<file path="src/rtl/md_sequencer_if.sv">
// Pipeline <-> multiply/divide sequencer bundle.
//
// Handshake: start is a single-cycle request qualified by run. A start is
// accepted at the rising edge only when run=0 and cancel=0; the operands and
// op are sampled at that same edge. There is no back-pressure beyond run: a
// start (or hilo_wr) seen while run=1 is simply dropped, because the pipeline
// stalls those instructions. Completion is signalled by a one-cycle done
// pulse in the first cycle hi/lo hold the new result.
interface md_sequencer_if #(
  parameter int WIDTH = 32
);
  logic             start;
  logic [1:0]       op;
  logic [WIDTH-1:0] srca;
  logic [WIDTH-1:0] srcb;
  logic             cancel;
  logic             hilo_wr;
  logic             hilo_sel;
  logic [WIDTH-1:0] wdata;
  logic             run;
  logic             done;
  logic [WIDTH-1:0] hi;
  logic [WIDTH-1:0] lo;

  // Execute-stage side.
  modport master (
    output start, op, srca, srcb, cancel, hilo_wr, hilo_sel, wdata,
    input  run, done, hi, lo
  );

  // Sequencer side.
  modport slave (
    input  start, op, srca, srcb, cancel, hilo_wr, hilo_sel, wdata,
    output run, done, hi, lo
  );
endinterface

</file>
<file path="src/rtl/md_sequencer.sv">
// Iterative HI/LO multiply/divide unit: one bit per cycle on operand
// magnitudes (shift-add multiply, restoring divide), then a sign-fix cycle
// that commits the result to HI/LO.
module md_sequencer #(
  parameter int WIDTH = 32
) (
  input  logic               clk,
  input  logic               reset,
  md_sequencer_if.slave      md,
  output logic [1:0]         state_o
);

  localparam int CW = $clog2(WIDTH);

  typedef enum logic [1:0] {
    S_IDLE = 2'd0,
    S_BUSY = 2'd1,
    S_FIX  = 2'd2
  } state_e;

  state_e           state_q, state_d;
  logic [CW-1:0]    cnt_q, cnt_d;
  logic             is_div_q, is_div_d;
  logic             neg_q_q, neg_q_d;     // negate product / quotient
  logic             neg_r_q, neg_r_d;     // negate remainder
  logic [WIDTH-1:0] dvs_q, dvs_d;         // multiplicand or divisor magnitude
  logic [WIDTH-1:0] acc_hi_q, acc_hi_d;   // product high half / remainder
  logic [WIDTH-1:0] acc_lo_q, acc_lo_d;   // multiplier->product low / quotient
  logic [WIDTH-1:0] hi_q, hi_d;
  logic [WIDTH-1:0] lo_q, lo_d;
  logic             done_q, done_d;

  logic             accept;
  logic             commit;
  logic             wr_hilo;
  logic             signed_op;

  // Magnitude of a possibly signed operand; the most negative value maps to
  // itself, which is exactly its unsigned magnitude.
  function automatic logic [WIDTH-1:0] mag(input logic [WIDTH-1:0] v,
                                           input logic sgn);
    return (sgn && v[WIDTH-1]) ? -v : v;
  endfunction

  // One step of each algorithm, computed from the current accumulator.
  logic [WIDTH:0]     add_sum;
  logic [WIDTH:0]     shifted;
  logic               trial_ge;
  logic [WIDTH-1:0]   trial_rem;
  logic [2*WIDTH-1:0] product_fix;

  assign signed_op   = ~md.op[0];
  assign add_sum     = {1'b0, acc_hi_q} + (acc_lo_q[0] ? {1'b0, dvs_q} : '0);
  assign shifted     = {acc_hi_q, acc_lo_q[WIDTH-1]};
  // trial = shifted - divisor is non-negative exactly when shifted >= divisor;
  // the remainder always stays below the divisor, so it fits in WIDTH bits.
  assign trial_ge    = (shifted >= {1'b0, dvs_q});
  assign trial_rem   = shifted[WIDTH-1:0] - dvs_q;
  assign product_fix = neg_q_q ? -{acc_hi_q, acc_lo_q} : {acc_hi_q, acc_lo_q};

  // Sequencing: who wins this cycle and where the FSM goes next.
  always_comb begin
    state_d = state_q;
    accept  = 1'b0;
    commit  = 1'b0;
    wr_hilo = 1'b0;
    case (state_q)
      S_IDLE: begin
        if (!md.cancel && md.start) begin
          accept  = 1'b1;
          state_d = S_BUSY;
        end else if (!md.cancel && md.hilo_wr) begin
          wr_hilo = 1'b1;
        end
      end
      S_BUSY: begin
        if (md.cancel)          state_d = S_IDLE;
        else if (cnt_q == '0)   state_d = S_FIX;
      end
      S_FIX: begin
        commit  = ~md.cancel;
        state_d = S_IDLE;
      end
      default: state_d = S_IDLE;
    endcase
  end

  // Datapath next state: operand latch, iteration step, sign fix and commit.
  always_comb begin
    cnt_d    = cnt_q;
    is_div_d = is_div_q;
    neg_q_d  = neg_q_q;
    neg_r_d  = neg_r_q;
    dvs_d    = dvs_q;
    acc_hi_d = acc_hi_q;
    acc_lo_d = acc_lo_q;
    hi_d     = hi_q;
    lo_d     = lo_q;
    done_d   = commit;

    if (accept) begin
      // Multiply is commutative, so srca always seeds the low accumulator
      // (multiplier or dividend) and srcb the operand register.
      dvs_d    = mag(md.srcb, signed_op);
      acc_lo_d = mag(md.srca, signed_op);
      acc_hi_d = '0;
      is_div_d = md.op[1];
      neg_q_d  = signed_op & (md.srca[WIDTH-1] ^ md.srcb[WIDTH-1]);
      neg_r_d  = signed_op & md.op[1] & md.srca[WIDTH-1];
      cnt_d    = CW'(WIDTH - 1);
    end else if (state_q == S_BUSY) begin
      if (cnt_q != '0) cnt_d = cnt_q - CW'(1);
      if (is_div_q) begin
        acc_hi_d = trial_ge ? trial_rem : shifted[WIDTH-1:0];
        acc_lo_d = {acc_lo_q[WIDTH-2:0], trial_ge};
      end else begin
        acc_hi_d = add_sum[WIDTH:1];
        acc_lo_d = {add_sum[0], acc_lo_q[WIDTH-1:1]};
      end
    end

    if (commit) begin
      if (is_div_q) begin
        hi_d = neg_r_q ? -acc_hi_q : acc_hi_q;
        lo_d = neg_q_q ? -acc_lo_q : acc_lo_q;
      end else begin
        hi_d = product_fix[2*WIDTH-1:WIDTH];
        lo_d = product_fix[WIDTH-1:0];
      end
    end

    if (wr_hilo) begin
      if (md.hilo_sel) hi_d = md.wdata;
      else             lo_d = md.wdata;
    end
  end

  // FSM state register.
  always_ff @(posedge clk) begin
    if (reset) state_q <= S_IDLE;
    else       state_q <= state_d;
  end

  // Datapath and result registers.
  always_ff @(posedge clk) begin
    if (reset) begin
      cnt_q    <= '0;
      is_div_q <= 1'b0;
      neg_q_q  <= 1'b0;
      neg_r_q  <= 1'b0;
      dvs_q    <= '0;
      acc_hi_q <= '0;
      acc_lo_q <= '0;
      hi_q     <= '0;
      lo_q     <= '0;
      done_q   <= 1'b0;
    end else begin
      cnt_q    <= cnt_d;
      is_div_q <= is_div_d;
      neg_q_q  <= neg_q_d;
      neg_r_q  <= neg_r_d;
      dvs_q    <= dvs_d;
      acc_hi_q <= acc_hi_d;
      acc_lo_q <= acc_lo_d;
      hi_q     <= hi_d;
      lo_q     <= lo_d;
      done_q   <= done_d;
    end
  end

  assign md.run  = (state_q == S_BUSY) || (state_q == S_FIX);
  assign md.done = done_q;
  assign md.hi   = hi_q;
  assign md.lo   = lo_q;
  assign state_o = state_q;

endmodule

</file>
<file path="src/flat_wrapper.sv">
// flat-port wrapper written by rule: the top's interface ports become plain ports
module md_sequencer_flat 
#(
  parameter int WIDTH = 32
)
  (clk, reset, state_o, md_start, md_op, md_srca, md_srcb, md_cancel, md_hilo_wr, md_hilo_sel, md_wdata, md_run, md_done, md_hi, md_lo);
  md_sequencer_if #(.WIDTH(WIDTH)) md_i ();
  input  logic clk;
  input  logic reset;
  output logic [1:0] state_o;
  input wire logic [$bits(md_i.start)-1:0] md_start;
  input wire logic [$bits(md_i.op)-1:0] md_op;
  input wire logic [$bits(md_i.srca)-1:0] md_srca;
  input wire logic [$bits(md_i.srcb)-1:0] md_srcb;
  input wire logic [$bits(md_i.cancel)-1:0] md_cancel;
  input wire logic [$bits(md_i.hilo_wr)-1:0] md_hilo_wr;
  input wire logic [$bits(md_i.hilo_sel)-1:0] md_hilo_sel;
  input wire logic [$bits(md_i.wdata)-1:0] md_wdata;
  output wire logic [$bits(md_i.run)-1:0] md_run;
  output wire logic [$bits(md_i.done)-1:0] md_done;
  output wire logic [$bits(md_i.hi)-1:0] md_hi;
  output wire logic [$bits(md_i.lo)-1:0] md_lo;
  assign md_i.start = md_start;
  assign md_i.op = md_op;
  assign md_i.srca = md_srca;
  assign md_i.srcb = md_srcb;
  assign md_i.cancel = md_cancel;
  assign md_i.hilo_wr = md_hilo_wr;
  assign md_i.hilo_sel = md_hilo_sel;
  assign md_i.wdata = md_wdata;
  assign md_run = md_i.run;
  assign md_done = md_i.done;
  assign md_hi = md_i.hi;
  assign md_lo = md_i.lo;
  md_sequencer #(.WIDTH(WIDTH)) u_core (.clk(clk), .reset(reset), .md(md_i), .state_o(state_o));
endmodule
</file>
<file path="config.mk">
export PLATFORM = sky130hd
export DESIGN_NAME = md_sequencer_flat
export DESIGN_NICKNAME = d
export VERILOG_FILES = /design/src/rtl/md_sequencer_if.sv /design/src/rtl/md_sequencer.sv /design/src/flat_wrapper.sv
export SDC_FILE = /design/constraint.sdc
export NUM_CORES = 1
export LEC_CHECK = 0
export CORE_ASPECT_RATIO = 1.75
export CORE_MARGIN = 2
export CORE_UTILIZATION = 50
export CTS_CLUSTER_DIAMETER = 200
export DETAILED_ROUTE_END_ITERATION = 12
export GPL_ROUTABILITY_DRIVEN = 0
export PLACE_DENSITY = 0.76
export RECOVER_POWER = 25
export SLEW_MARGIN = 20
export SYNTH_ARGS = -nofsm -noshare
export SYNTH_HDL_FRONTEND = slang
export SYNTH_SLANG_ARGS = --single-unit
</file>
<file path="constraint.sdc">
create_clock -name clk -period 3.25 [get_ports clk]
set_input_delay 0.4875 -clock clk [delete_from_list [all_inputs] [get_ports clk]]
set_output_delay 0.4875 -clock clk [all_outputs]
set_load 0.02 [all_outputs]
</file>
==> reports/qor.txt, run 1 <==
DIE WIDTH - 132 um
routed len/inst - 22.3 um
TritonCTS clock tree - done
Port Buffers - 171
critical path arrival - 3570 ps
Slew @ Worst Pin - 838 ps
Final period util - 0.978
RR Startpoint - u_core.dvs_q[10]$_SDFFE_PP0P_
first-pass GRT wire length - 87200 um
Rows - 82
worst slew margin relative to its limit - 0.436
worst hold path type - in -> reg
post-detailed-placement half-perimeter wirelength - 43600 um
worst path bufs/invs - 1
initial antenna violation count - 0
P&R area growth vs syn - 26.0%
fin area - 18100 um2
Ys Warns - 0
skew final - 11.0 ps
number of synthesized flops with an enable pin - 0
CTS Hold Bufs - 0
worst hold slack - 433 ps
instance count on the critical path - 11
ys flop type - dfxtp_1
Max VDD drop - 444 uV
most frequent cells in the layout - nor2_1, dfxtp_1, a21oi_1
unique cell type count in the Yosys netlist - 72
Max Cap Violations - 0
Placed Instances - 2530
f_max - 0.315 GHz
H-tree Lvls - 4
CTS buffer count - 17
All-Layer GR Usage - 0.371
power per cell area - 479 nW/um2
vias in the first global route - 16.1k
final setup fails - 0
Post-synth ARST share - 0
slowest stage delay, CP - 380 ps
Setup crit start kind - flip-flop
run status - finished, final reports clean
Max FO, Critical Path - 2
# IOs - 172
critical path data required time - 3640 ps
post-place instance area - 17300 um2
CP delay by family, top - compound AO/OA/AOI/OAI gates
DRT iter0 DRCs - 1575
Fin. Hold Viols - 0
area of the die - 30100 um2
grt ovf - 0
syn_nets - 2151
1st-pass router iterations - 8
crit path capture - u_core.acc_hi_q[30]$_SDFFE_PP0P_
Placeable Area - 28400 um2
LEAKAGE - 6.94 nW
post-route minimum period - 3180 ps
Worst Setup SP - u_core.dvs_q[10]$_SDFFE_PP0P_
Crit-path slowest cell - mux2_2
commonest non-fill, non-tap cell in the layout - nor2_1
routed wire length - 57300 um
crit path kind - reg -> reg
TNS Setup - 0 ps
share of layout cells above drive strength 1 - 0.119
Nets - 2354
Synth Cell Area - 14400 um2
Reg clk slew, reported paths - 70 ps
ANT cells - 0
internal reg-to-reg setup slack - 70 ps
clk root buf - clkbuf_16
type of destination of the critical path - flip-flop
Avg Inst Size Synth - 7.28 um2
reg2reg end - u_core.acc_hi_q[30]$_SDFFE_PP0P_
critical path cell sequence - inv_1 > ha_1 > and3_1 > nand4_1 > or2_2 > o211ai_1 > o221ai_1 > o21a_1 > o21ai_1 > mux2_2 > o21ai_0
flops & latches, synth - 171
clk_lat worst skew - 470 ps
Post-Syn Instances - 1972
largest net degree at the start of global routing - 108
cells on worst reg2reg path - 11
Sink Count - 171
CTS Buffer Depth - 2
Pins Over Slew Limit - 0
final antenna-violating net count - 0
Vias/cell - 6.43
post-synthesis sequential area ratio - 0.238
Layout Cells excl Fill - 2565
die height - 228 um
Initial Util - 0.505
routed vias - 16.5k
final-layout fill cell count - 2510
drt drc - 0
[metal layers]
layer | up-vias | routed length, um | GRT usage
met1 | 7650 | 18600 | 0.355
met5 | - | 0 | 0
met4 | 0 | 5950 | 0.339
li1 | 7608 | - | -
met2 | 884 | 29200 | 0.667
met3 | 361 | 3590 | 0.0640
[worst min path at each step]
stage	startpoint	end	slack, ps	cells past startpoint
2_1_floorplan	u_core.dvs_q[30]$_SDFFE_PP0P_	u_core.dvs_q[30]$_SDFFE_PP0P_	430	2
3_3_place_gp	u_core.dvs_q[30]$_SDFFE_PP0P_	u_core.dvs_q[30]$_SDFFE_PP0P_	440	2
3_5_place_dp	u_core.dvs_q[30]$_SDFFE_PP0P_	u_core.dvs_q[30]$_SDFFE_PP0P_	460	2
4_1_cts	reset	u_core.md.lo[30]$_SDFF_PP0_	420	2
5_1_grt	reset	u_core.md.hi[27]$_SDFF_PP0_	450	2
6_report	reset	u_core.md.lo[30]$_SDFF_PP0_	430	2
[timing repair]
item                                    4_1_cts  5_1_grt
pin swaps                                     0       12
endpoints found under the setup margin        2       43
buffers inserted                              0        4
resized for setup                             2       55
[cells by family (layout without fill, tap and decap cells)]
family / Yosys count / after routing / synth area share
and+or+nand+nor: 618 / 618 / 0.200
buffers and inverters: 226 / 441 / 0.0608
muxes: 42 / 42 / 0.0295
AOI/OAI and AO/OA: 674 / 674 / 0.304
xor gates and xnor gates: 166 / 166 / 0.101
DFF: 171 / 171 / 0.238
adders and majority gates: 75 / 75 / 0.0664
[metrics by stage]
stage	setup WS [ps]	utilization	total power, mW
finish	71.9	0.636	8.66
global route	-52.6	0.636	9.05
CTS	2.63	0.629	8.43
detailed placement	-59.2	0.609	6.41
global placement	-14.8	0.609	6.34
floorplan	108	-	4.83
[power by group]
group	switching, mW	total, mW	leakage [nW]	internal, mW
Sequential	0.184	2.46	1.40	2.28
Combinational	2.46	4.16	5.28	1.70
Clock	0.955	2.03	0.267	1.08
[area by class of cell]
| class | instances | area (um2) | area share |
|---|---|---|---|
| clock inverter | 12 | 116 | 0.00644 |
| inverter | 75 | 282 | 0.0156 |
| sequential | 171 | 3430 | 0.190 |
| multi-input combinational | 1575 | 10300 | 0.567 |
| tap | 378 | 473 | 0.0262 |
| timing repair buffer | 335 | 3090 | 0.171 |
| clock buffer | 19 | 443 | 0.0245 |
[synthesized netlist by cell type, drive strengths merged, types with 5 or more instances]
master / n / area share
nand3: 32 / 0.011
nor2b: 12 / 0.0052
or2: 7 / 0.0031
and2: 6 / 0.0026
a21o: 23 / 0.012
nand4: 18 / 0.0078
a22oi: 7 / 0.0037
dfxtp: 171 / 0.24
o211ai: 19 / 0.0099
or3: 18 / 0.0085
buf: 21 / 0.0070
nor2: 265 / 0.069
o21ai: 144 / 0.050
a311oi: 17 / 0.010
xor2: 94 / 0.057
a221oi: 9 / 0.0055
o21bai: 7 / 0.0037
a211oi: 125 / 0.065
or4: 16 / 0.0089
o221ai: 6 / 0.0037
a211o: 6 / 0.0037
a21boi: 6 / 0.0031
o41ai: 15 / 0.0092
clkbuf: 130 / 0.034
o22ai: 11 / 0.0048
ha: 73 / 0.064
and3: 15 / 0.0065
nor3: 30 / 0.010
xnor2: 72 / 0.044
inv: 74 / 0.019
o221a: 5 / 0.0039
a41oi: 5 / 0.0031
nor3b: 7 / 0.0037
mux2i: 40 / 0.028
o31ai: 34 / 0.019
a31oi: 39 / 0.017
nand2: 135 / 0.035
nor4: 23 / 0.010
a21oi: 169 / 0.059
o21a: 7 / 0.0037
nand2b: 18 / 0.0078
[registers in the layout, indices dropped and copies added (netlist names)]
signal / flops
u_core.acc_hi_q: 32
u_core.acc_lo_q: 32
u_core.cnt_q: 5
u_core.dvs_q: 32
u_core.is_div_q: 1
u_core.md.done: 1
u_core.md.hi: 32
u_core.md.lo: 32
u_core.neg_q_q: 1
u_core.neg_r_q: 1
u_core.state_o: 2
(Power assumes the default switching activity.)
==> inputs of run 2 (changes only) <==
--- a/config.mk
+++ b/config.mk
@@ -11,7 +11,7 @@
 export CTS_CLUSTER_DIAMETER = 200
 export DETAILED_ROUTE_END_ITERATION = 12
 export GPL_ROUTABILITY_DRIVEN = 0
-export PLACE_DENSITY = 0.76
+export PLACE_DENSITY = 0.73
 export RECOVER_POWER = 25
 export SLEW_MARGIN = 20
 export SYNTH_ARGS = -nofsm -noshare
==> constraint.sdc (replaced) <==
create_clock -name clk -period 3.6 [get_ports clk]
set_input_delay 0.54 -clock clk [delete_from_list [all_inputs] [get_ports clk]]
set_output_delay 0.54 -clock clk [all_outputs]
set_load 0.02 [all_outputs]
==> reports/qor.txt, run 2 (synthesis gave the netlist of run 1 again) <==
drt drc - 0 (unchanged)
Post-Route Utilization - 0.611 (-0.0252)
post-place instance area - 16800 um2 (-3.1%)
Max FO, Critical Path - 16 (+14)
LEAKAGE - 6.63 nW (-4.6%)
run status - finished, final reports clean
Max Cap Violations - 0 (unchanged)
most frequent cells in the layout - nor2_1, dfxtp_1, a21oi_1
dpl ws - 71.7 ps (+131 ps)
largest net degree at the start of global routing - 108 (unchanged)
met1 Usage GRT - 0.346 (-0.00870)
die height - 228 um (unchanged)
Pins Over Slew Limit - 0 (unchanged)
M2 GR Usage - 0.628 (-0.0391)
routed len/inst - 22.2 um (-0.54%)
RSZ-0062 raised after global routing - true
All-Layer GR Usage - 0.358 (-0.0135)
commonest non-fill, non-tap cell in the layout - nor2_1
Sink Count - 171 (unchanged)
f_max - 0.286 GHz (-9.2%)
final setup margin - 98.6 ps (+26.7 ps)
clk root buf - clkbuf_16
CTS buffer count - 17 (unchanged)
# IOs - 172 (unchanged)
TritonCTS clock tree - done
fin area - 17400 um2 (-4.0%)
critical path data required time - 3950 ps (+310 ps)
post-route minimum period - 3500 ps (+323 ps)
type of destination of the critical path - flip-flop
routed wire length - 55500 um (-3.1%)
Slew @ Worst Pin - 958 ps (+120 ps)
area of the die - 30100 um2 (unchanged)
DIE WIDTH - 132 um (unchanged)
Port Buffers - 171 (unchanged)
clk_lat worst skew - 460 ps (about the same)
post-detailed-placement half-perimeter wirelength - 42300 um (-2.8%)
vias in the first global route - 15.2k (-5.4%)
Placeable Area - 28400 um2 (unchanged)
share of layout cells above drive strength 1 - 0.0754 (-0.0434)
CTS Hold Bufs - 0 (unchanged)
H-tree Lvls - 4 (unchanged)
Nets - 2288 (-2.8%)
worst hold path type - reg -> reg
GR peak layer - met2
Reg clk slew, reported paths - 70 ps (about the same)
DRT iter0 DRCs - 1634 (+3.7%)
final setup fails - 0 (unchanged)
worst slew margin relative to its limit - 0.361 (-0.0749)
ANT cells - 0 (unchanged)
initial antenna violation count - 0 (unchanged)
skew final - 10.2 ps (-0.872 ps)
routed vias - 16.2k (-1.9%)
Rows - 82 (unchanged)
Fin. Hold Viols - 0 (unchanged)
power per cell area - 438 nW/um2 (-8.4%)
CTS Buffer Depth - 2 (unchanged)
P&R area growth vs syn - 21.0%
Initial Util - 0.505 (unchanged)
grt ovf - 0 (unchanged)
crit path kind - reg -> reg
critical path arrival - 3850 ps (+280 ps)
1st-pass router iterations - 8 (unchanged)
met3 usage in global routing - 0.0651 (+0.00111)
final antenna-violating net count - 0 (unchanged)
Max VDD drop - 393 uV (-12%)
Final period util - 0.973 (-0.00526)
Vias/cell - 6.48 (+0.68%)
final-layout fill cell count - 2628 (+4.7%)
worst hold slack - 455 ps (+22.0 ps)
first-pass GRT wire length - 84100 um (-3.6%)
Setup crit start kind - flip-flop
-- run 2: cell count changes in the layout (fill, tap and decap cells not counted), sizes merged --
cell and change:
bufinv +1, inv -1, dlygate4sd3 +7, clkdlybuf4s50 -7, buf -66
-- run 2: worst paths after layout --
| kind | from | to | slack (ps) | cells past startpoint |
|---|---|---|---|---|
| max reg2reg | u_core.acc_lo_q[0]$_SDFFE_PP0P_ | u_core.acc_hi_q[24]$_SDFFE_PP0P_ | 100 | 14 |
| min reg2reg | u_core.dvs_q[31]$_SDFFE_PP0P_ | u_core.dvs_q[31]$_SDFFE_PP0P_ | 460 | 2 |
| min | u_core.dvs_q[31]$_SDFFE_PP0P_ | u_core.dvs_q[31]$_SDFFE_PP0P_ | 460 | 2 |
| max | u_core.acc_lo_q[0]$_SDFFE_PP0P_ | u_core.acc_hi_q[24]$_SDFFE_PP0P_ | 100 | 14 |
-- run 2: timing repair --
action | 4_1_cts | 5_1_grt
setup buffers | 0 | 0
gates resized for setup | 0 | 6
setup endpoints to repair | 0 | 9
-- run 2: final cells by class --
class	count	area, um2	area share
clock buffers	19	454	0.0262
clock inverters	12	139	0.00800
inverters	75	282	0.0162
multi-input cells	1575	10100	0.581
flip-flops and latches	171	3430	0.197
well taps	378	473	0.0272
repair buffers	269	2500	0.144
-- run 2: metrics by stage --
stage                     total power, mW  setup TNS [ps]  cells
after floorplan                      4.36               0   1972
after global placement               5.57               0   2468
after detailed placement             5.62               0   2468
after CTS                            7.53               0   2499
after global routing                 7.95           -25.3   2499
final                                7.61               0   2499
-- run 2: layer usage --
layer	vias to the layer above	share of wire
met5	-	0
met4	0	0.11
met3	300	0.065
met2	889	0.50
met1	7518	0.33
li1	7480	-
-- run 2: worst max-delay path, stage by stage (launching register included) --
cell	delay [ps]
dfxtp_1	350
inv_1	170
buf_12	170
nor2_1	60
ha_1	340
nand2_1	100
o31ai_2	410
o311a_1	310
a31o_2	340
a31oi_1	190
buf_4	190
o211ai_1	280
mux2i_1	230
and4_1	190
a31oi_1	80
-- run 2: power by group --
group	leakage, nW	switching (mW)	internal [mW]
registers	1.40	0.171	2.06
clock network	0.283	0.856	1.07
logic	4.95	2.12	1.35
total	6.63	3.14	4.47
